<file path="src/rtl/jtdd_obj_dma_if.sv">
// rtl/jtdd_obj_dma_if.sv - bus/handshake bundle between the object DMA and the shared RAMs
interface jtdd_obj_dma_if #(
  parameter int AW = 9,
  parameter int DW = 8
);
  logic          busrq;
  logic          busak;
  logic [AW-1:0] src_addr;
  logic [DW-1:0] src_din;
  logic [AW-1:0] dst_addr;
  logic [DW-1:0] dst_dout;
  logic          dst_we;

  // DMA engine side
  modport master (
    output busrq, src_addr, dst_addr, dst_dout, dst_we,
    input  busak, src_din
  );

  // CPU bus arbiter / RAM side
  modport slave (
    input  busrq, src_addr, dst_addr, dst_dout, dst_we,
    output busak, src_din
  );
endinterface

</file>
<file path="src/rtl/jtdd_obj_dma.sv">
// rtl/jtdd_obj_dma.sv - once-per-frame object RAM copy sequencer; optional irq/irq_ack via JTDD_OBJDMA_IRQ_EN
module jtdd_obj_dma #(
  parameter int AW  = 9,
  parameter int DW  = 8,
  parameter int LEN = 512
) (
  input  logic           clk,
  input  logic           rst,
  input  logic           pxl_cen,
  input  logic           VBL,
  input  logic           trig,
  jtdd_obj_dma_if.master bus,
  output logic           busy,
  output logic           done
`ifdef JTDD_OBJDMA_IRQ_EN
  ,
  output logic           irq,
  input  logic           irq_ack
`endif
);

  // Counters carry one extra bit so a full 2**AW transfer ends without wrapping
  localparam int CW = AW + 1;
  localparam logic [CW-1:0] LEN_C  = CW'(LEN);
  localparam logic [CW-1:0] LAST_C = CW'(LEN - 1);
  localparam logic [CW-1:0] ONE_C  = CW'(1);

  typedef enum logic [1:0] {
    IDLE = 2'd0,
    REQ  = 2'd1,
    COPY = 2'd2
  } state_t;

  state_t        state, state_nx;
  logic [CW-1:0] rd_cnt, rd_nx;
  logic [CW-1:0] wr_cnt, wr_nx;
  logic          rd_vld, vld_nx;
  logic          armed, armed_nx;
  logic          vbl_last;
  logic          vbl_rise;

  logic          busrq_c;
  logic [AW-1:0] src_addr_c;
  logic [AW-1:0] dst_addr_c;
  logic [DW-1:0] dst_dout_c;
  logic          dst_we_c;

  assign vbl_rise = VBL & ~vbl_last;

  // State, counters and arming flag; everything except armed moves only on pxl_cen
  always_ff @(posedge clk or posedge rst) begin
    if (rst) begin
      state    <= IDLE;
      rd_cnt   <= '0;
      wr_cnt   <= '0;
      rd_vld   <= 1'b0;
      armed    <= 1'b0;
      vbl_last <= 1'b0;
    end else begin
      armed <= armed_nx;
      if (pxl_cen) begin
        state    <= state_nx;
        rd_cnt   <= rd_nx;
        wr_cnt   <= wr_nx;
        rd_vld   <= vld_nx;
        vbl_last <= VBL;
      end
    end
  end

  // Next state, counter updates and bus outputs; write strobe and done are pxl_cen-wide
  always_comb begin
    state_nx   = state;
    rd_nx      = rd_cnt;
    wr_nx      = wr_cnt;
    vld_nx     = rd_vld;
    armed_nx   = armed;
    busrq_c    = 1'b0;
    busy       = 1'b0;
    done       = 1'b0;
    src_addr_c = '0;
    dst_addr_c = '0;
    dst_dout_c = '0;
    dst_we_c   = 1'b0;

    if (trig) armed_nx = 1'b1;

    case (state)
      IDLE: begin
        // trig arriving on the very clk of the edge counts as armed and is consumed here
        if (pxl_cen && vbl_rise && (armed || trig)) begin
          state_nx = REQ;
          armed_nx = 1'b0;
        end
      end

      REQ: begin
        busrq_c = 1'b1;
        busy    = 1'b1;
        if (pxl_cen && bus.busak) begin
          state_nx = COPY;
          rd_nx    = '0;
          wr_nx    = '0;
          vld_nx   = 1'b0;
        end
      end

      COPY: begin
        busrq_c    = 1'b1;
        busy       = 1'b1;
        src_addr_c = rd_cnt[AW-1:0];
        dst_addr_c = wr_cnt[AW-1:0];
        if (pxl_cen) begin
          if (bus.busak) begin
            // the read issued on the previous pxl_cen lands now
            if (rd_vld) begin
              dst_we_c   = 1'b1;
              dst_dout_c = bus.src_din;
              wr_nx      = wr_cnt + ONE_C;
              if (wr_cnt == LAST_C) begin
                done     = 1'b1;
                state_nx = IDLE;
              end
            end
            vld_nx = (rd_cnt < LEN_C);
            if (rd_cnt < LEN_C) rd_nx = rd_cnt + ONE_C;
          end else begin
            // bus taken back: drop the in-flight read and restart reading at the write pointer
            vld_nx = 1'b0;
            rd_nx  = wr_cnt;
          end
        end
      end

      default: state_nx = IDLE;
    endcase
  end

  assign bus.busrq    = busrq_c;
  assign bus.src_addr = src_addr_c;
  assign bus.dst_addr = dst_addr_c;
  assign bus.dst_dout = dst_dout_c;
  assign bus.dst_we   = dst_we_c;

`ifdef JTDD_OBJDMA_IRQ_EN
  // Sticky interrupt: set by done, cleared by an ack; set wins when both land together
  always_ff @(posedge clk or posedge rst) begin
    if (rst) begin
      irq <= 1'b0;
    end else if (done) begin
      irq <= 1'b1;
    end else if (irq_ack) begin
      irq <= 1'b0;
    end
  end
`endif

endmodule

</file>
<file path="src/flat_wrapper.sv">
// flat-port wrapper written by rule: the top's interface ports become plain ports
module jtdd_obj_dma_flat 
#(
  parameter int AW  = 9,
  parameter int DW  = 8,
  parameter int LEN = 512
)
  (clk, rst, pxl_cen, VBL, trig, busy, done, bus_busrq, bus_src_addr, bus_dst_addr, bus_dst_dout, bus_dst_we, bus_busak, bus_src_din);
  jtdd_obj_dma_if #(.AW(AW), .DW(DW)) bus_i ();
  input  logic clk;
  input  logic rst;
  input  logic pxl_cen;
  input  logic VBL;
  input  logic trig;
  output logic busy;
  output logic done;
  output wire logic [$bits(bus_i.busrq)-1:0] bus_busrq;
  output wire logic [$bits(bus_i.src_addr)-1:0] bus_src_addr;
  output wire logic [$bits(bus_i.dst_addr)-1:0] bus_dst_addr;
  output wire logic [$bits(bus_i.dst_dout)-1:0] bus_dst_dout;
  output wire logic [$bits(bus_i.dst_we)-1:0] bus_dst_we;
  input wire logic [$bits(bus_i.busak)-1:0] bus_busak;
  input wire logic [$bits(bus_i.src_din)-1:0] bus_src_din;
  assign bus_busrq = bus_i.busrq;
  assign bus_src_addr = bus_i.src_addr;
  assign bus_dst_addr = bus_i.dst_addr;
  assign bus_dst_dout = bus_i.dst_dout;
  assign bus_dst_we = bus_i.dst_we;
  assign bus_i.busak = bus_busak;
  assign bus_i.src_din = bus_src_din;
  jtdd_obj_dma #(.AW(AW), .DW(DW), .LEN(LEN)) u_core (.clk(clk), .rst(rst), .pxl_cen(pxl_cen), .VBL(VBL), .trig(trig), .bus(bus_i), .busy(busy), .done(done));
endmodule
</file>
<file path="config.mk">
export PLATFORM = sky130hd
export DESIGN_NAME = jtdd_obj_dma_flat
export DESIGN_NICKNAME = d
export VERILOG_FILES = /design/src/rtl/jtdd_obj_dma_if.sv /design/src/rtl/jtdd_obj_dma.sv /design/src/flat_wrapper.sv
export SDC_FILE = /design/constraint.sdc
export NUM_CORES = 1
export LEC_CHECK = 0
export CAP_MARGIN = 40
export CELL_PAD_IN_SITES_DETAIL_PLACEMENT = 1
export CELL_PAD_IN_SITES_GLOBAL_PLACEMENT = 1
export CORE_MARGIN = 2
export CORE_UTILIZATION = 30
export CTS_BUF_LIST = sky130_fd_sc_hd__clkbuf_16
export DETAILED_ROUTE_END_ITERATION = 10
export PLACE_DENSITY_LB_ADDON = 0.1
export RECOVER_POWER = 100
export SYNTH_ARGS = -nofsm -noshare
export SYNTH_HDL_FRONTEND = slang
export SYNTH_SLANG_ARGS = --single-unit
export TNS_END_PERCENT = 20
</file>
<file path="constraint.sdc">
create_clock -name clk -period 2.5 [get_ports clk]
set_input_delay 0.5 -clock clk [delete_from_list [all_inputs] [get_ports clk]]
set_output_delay 0.5 -clock clk [all_outputs]
set_load 0.02 [all_outputs]
</file>
==> metrics.md <==
| Metric | Value |
|---|---|
| DR vias/cell | roughly 5.3 |
| Max VDD drop | 0.436 mV |
| Top-count cell post-synth | and2_1 |
| Netlist Area Pre-Place | between 1500 and 2000 µm² |
| Layout cells sized above 1 | between 10% and 20% |
| Drt initial violations | 50 |
| Register-to-register setup slack | between 0.3 and 0.4 ns |
| Area leader, netlist | dfrtp_1 |
| IO buf count | between 40 and 50 |
| Tot Pwr | ~1.6 mW |
| Drt pass-1 iters | 4 |
| Pwr Density | between 600 and 700 nW/µm² |
| Starting Density | a little under a third |
| Hold Path Sink | u_core.vbl_last$_DFFE_PP0P_ |
| Reg clk slew, reported paths | around 0.070 ns |
| Ant diodes | 0 |
| Post-Synth XOR/XNOR Area | 0% |
| Pre-CTS setup slack | -0.168 ns |
| Die X | just under 80 µm |
| Commonest cells in the netlist | 28 x and2_1, 25 x dfrtp_1, 22 x nand2_1 |
| Post-DP HPWL | between 4 and 5 mm |
| Placer congestion estimate | a little over 0.8 |
| All-layer global routing usage | between 10% and 20% |
| Startpoint Class | flop |
| Clk sinks | 25 |
| Setup Buffers After CTS | 0 |
| Worst Reg-to-Reg Cells | 6 |
| Leakage power | around 0.96 nW |
| Syn avg cell area | between 8 and 9 µm² |
| Compound-cell area share of the yosys netlist | a little over a fifth |
| Clock Latency Late Sink | between 0.2 and 0.3 ns |
| Post-synthesis mux area share | under 10% |
| Routed len/inst | 16.5 µm |
| Main combinational cell family by area after synthesis | simple AND/OR/NAND/NOR gates |
| Post-route cell area | 2300 µm² |
| Post-route ant nets | 0 |
| Final WS setup | 0.126 ns |
| Min-delay src | u_core.vbl_last$_DFFE_PP0P_ |
| R2R Path End | u_core.wr_cnt[7]$_DFFE_PP0P_ |
| Max Clock Freq | around 420 MHz |
| H-tree levels | 1 |
| Hold depth | 1 |
| Area grow syn2layout | 34.4% |
| Fin. Hold Viols | 0 |
| Worst Path Required | about 2.0 ns |
| Placed instance area | 2380 µm² |
| Die Y | between 70 and 80 µm |
| Max Slew Vio Count | 0 |
| Antenna violations before repair | 0 |
| Congestion Overflow GR | 0 |
| Nets@finish | ~280 |
| Synth Area in Adders | approximately 4.4% |
| First-pass GRT wire length | 8.61 mm |
| Top-Level Pins | 44 |
| Syn Inst Count | 200 |
| Largest net degree at the start of global routing | 31 |
| Routed via count | between 1500 and 2000 |
| Drt drc | 0 |
| Normalized max-slew margin | under 10% |
| Synth top area cells | dfrtp_1 37%, and2_1 10%, nand2_1 4.8%, ha_1 4.4%, a21oi_1 4.1% |
| FF-to-FF Start | u_core.state[0]$_DFFE_PP0P_ |
| CTS Buffer Depth | 2 |
| FF+latch count, synth | 25 |
| Post-synth ARST share | 100% |
| Share of the synthesized area in the top cell type | 36.6% |
| CTS root buffer | clkbuf_16 |
| Die area | roughly 6300 µm² |
| Simple-Gate Fraction of Synth Area | 30.9% |
| Worst slew pin tran | approximately 1.4 ns |
| Routed WL | approximately 5.4 mm |
| Unrepaired setup endpoints after global routing | false |
| Tcrit/Tclk final | between 90% and 100% |
| Crit-path max FO | 9 |
| Max Cap Violations | 0 |
| CP Capture Type | output port |
| Setup-failing EPs final | 0 |
| Number of global-route vias before repair | about 1700 |
| Synth unique cells | 43 |
| Post-CTS Hold Buffers | 0 |
| Core footprint | around 5500 µm² |
| # rows | 27 |
| CTS buffer count | 3 |
| Register area share after synthesis | between 30% and 40% |
| Syn. warnings | 0 |
| CTS tree | yes |
| Net Count, Synth | 220 |
| Post-synth EDFFs | 0 |
| Hold Crit Class | reg -> reg |
| Worst Path Arrival | 1.87 ns |
| Utilization after layout | 41.7% |
| Post-synth top flop | dfrtp_1 |
| Time the worst path needs with I/O delays and setup | 2.37 ns |
| Kind of critical path | reg -> out |
| Clk_skew | between 0.006 and 0.007 ns |
| Status | finished clean |
==> cell families after synthesis <==
kind of cell | count (synthesis)
AND/OR/NAND/NOR | 95
multiplexers | 5
flip-flops | 25
adder cells (fa/ha/maj) | 6
buffers and inverters | 17
AO/OA/AOI/OAI | 52
==> final cells by class <==
type,count,area [µm²]
Fill cell,705,3210
Timing Repair Buffer,64,442
Inverter,7,26.3
Sequential cell,25,626
Clock inverter,1,7.51
Multi-Input combinational cell,158,1030
Tap cell,72,90.1
Clock buffer,3,75.1
==> layout by cell type, fill, tap and decap left out, drive strengths merged, types with 2 or more instances in the layout <==
master | synthesis | layout
clkbuf | 9 | 30
nand2b | 5 | 5
nand3 | 9 | 9
and2 | 28 | 28
o221ai | 2 | 2
o41ai | 2 | 2
dlygate4sd3 | 0 | 3
nor2 | 9 | 9
and3 | 4 | 4
nor3 | 2 | 2
nand2 | 22 | 22
dfrtp | 25 | 25
clkdlybuf4s50 | 0 | 12
mux2 | 3 | 3
dlygate4sd2 | 0 | 3
buf | 1 | 17
o2bb2ai | 3 | 3
ha | 6 | 6
clkdlybuf4s15 | 0 | 2
inv | 7 | 7
o31ai | 8 | 8
a21oi | 14 | 14
nand4 | 3 | 3
a2bb2oi | 3 | 3
or4 | 5 | 5
o21ai | 10 | 10
mux2i | 2 | 2
nor4 | 2 | 2
==> worst max path at each step <==
stage / start / to / slack (ns) / depth (start not counted)
6_report: u_core.state[0]$_DFFE_PP0P_ / bus_dst_dout[6] / 0.13 / 7
5_1_grt: u_core.state[0]$_DFFE_PP0P_ / bus_dst_dout[6] / 0.001 / 7
3_5_place_dp: bus_busak / bus_dst_dout[1] / -0.17 / 6
3_3_place_gp: bus_busak / bus_dst_dout[0] / -0.14 / 6
4_1_cts: u_core.state[0]$_DFFE_PP0P_ / bus_dst_addr[0] / 0.01 / 5
2_1_floorplan: u_core.state[0]$_DFFE_PP0P_ / done / 0.11 / 6
==> worst max-delay path, stage by stage (launching register included) <==
cell and delay (ns):
dfrtp_1 0.41, inv_1 0.11, ha_1 0.23, nand2_1 0.12
nor2_2 0.16, buf_4 0.16, and2_1 0.12, clkdlybuf4s15_1 0.29
==> routing by layer <==
| metal | global-route usage, % | vias to the layer above | wire length (µm) |
|---|---|---|---|
| met5 | 0 | - | 0 |
| met4 | 7.07 | 0 | 112 |
| met3 | 3.28 | 9 | 254 |
| met2 | 30.8 | 48 | 2710 |
| met1 | 22.0 | 853 | 2350 |
| li1 | - | 847 | - |
==> what timing repair did <==
item,CTS,global route
hold endpoints to repair,0,0
gates resized for setup,12,33
setup endpoints to repair,12,26
==> through the flow <==
stage,cells,hold slack [ns],setup TNS (ns)
global route,330,0.554,0
CTS,330,0.530,0
floorplan,200,0.479,0
global placement,326,0.504,-1.28
finish,330,0.527,0
detailed placement,326,0.514,-1.47
==> sequential cells by signal, indices dropped and copies added, names as in the netlist <==
name / count
u_core.armed: 1
u_core.rd_vld: 1
u_core.wr_cnt: 10
u_core.state: 2
u_core.rd_cnt: 10
u_core.vbl_last: 1
==> power breakdown <==
part           total (mW)  switching (mW)  internal (mW)
Clock               0.385           0.167          0.218
Combinational       0.682           0.433          0.249
Sequential          0.520          0.0556          0.464
Total                1.59           0.655          0.932
Note: power is estimated with default switching activity, not from simulation.
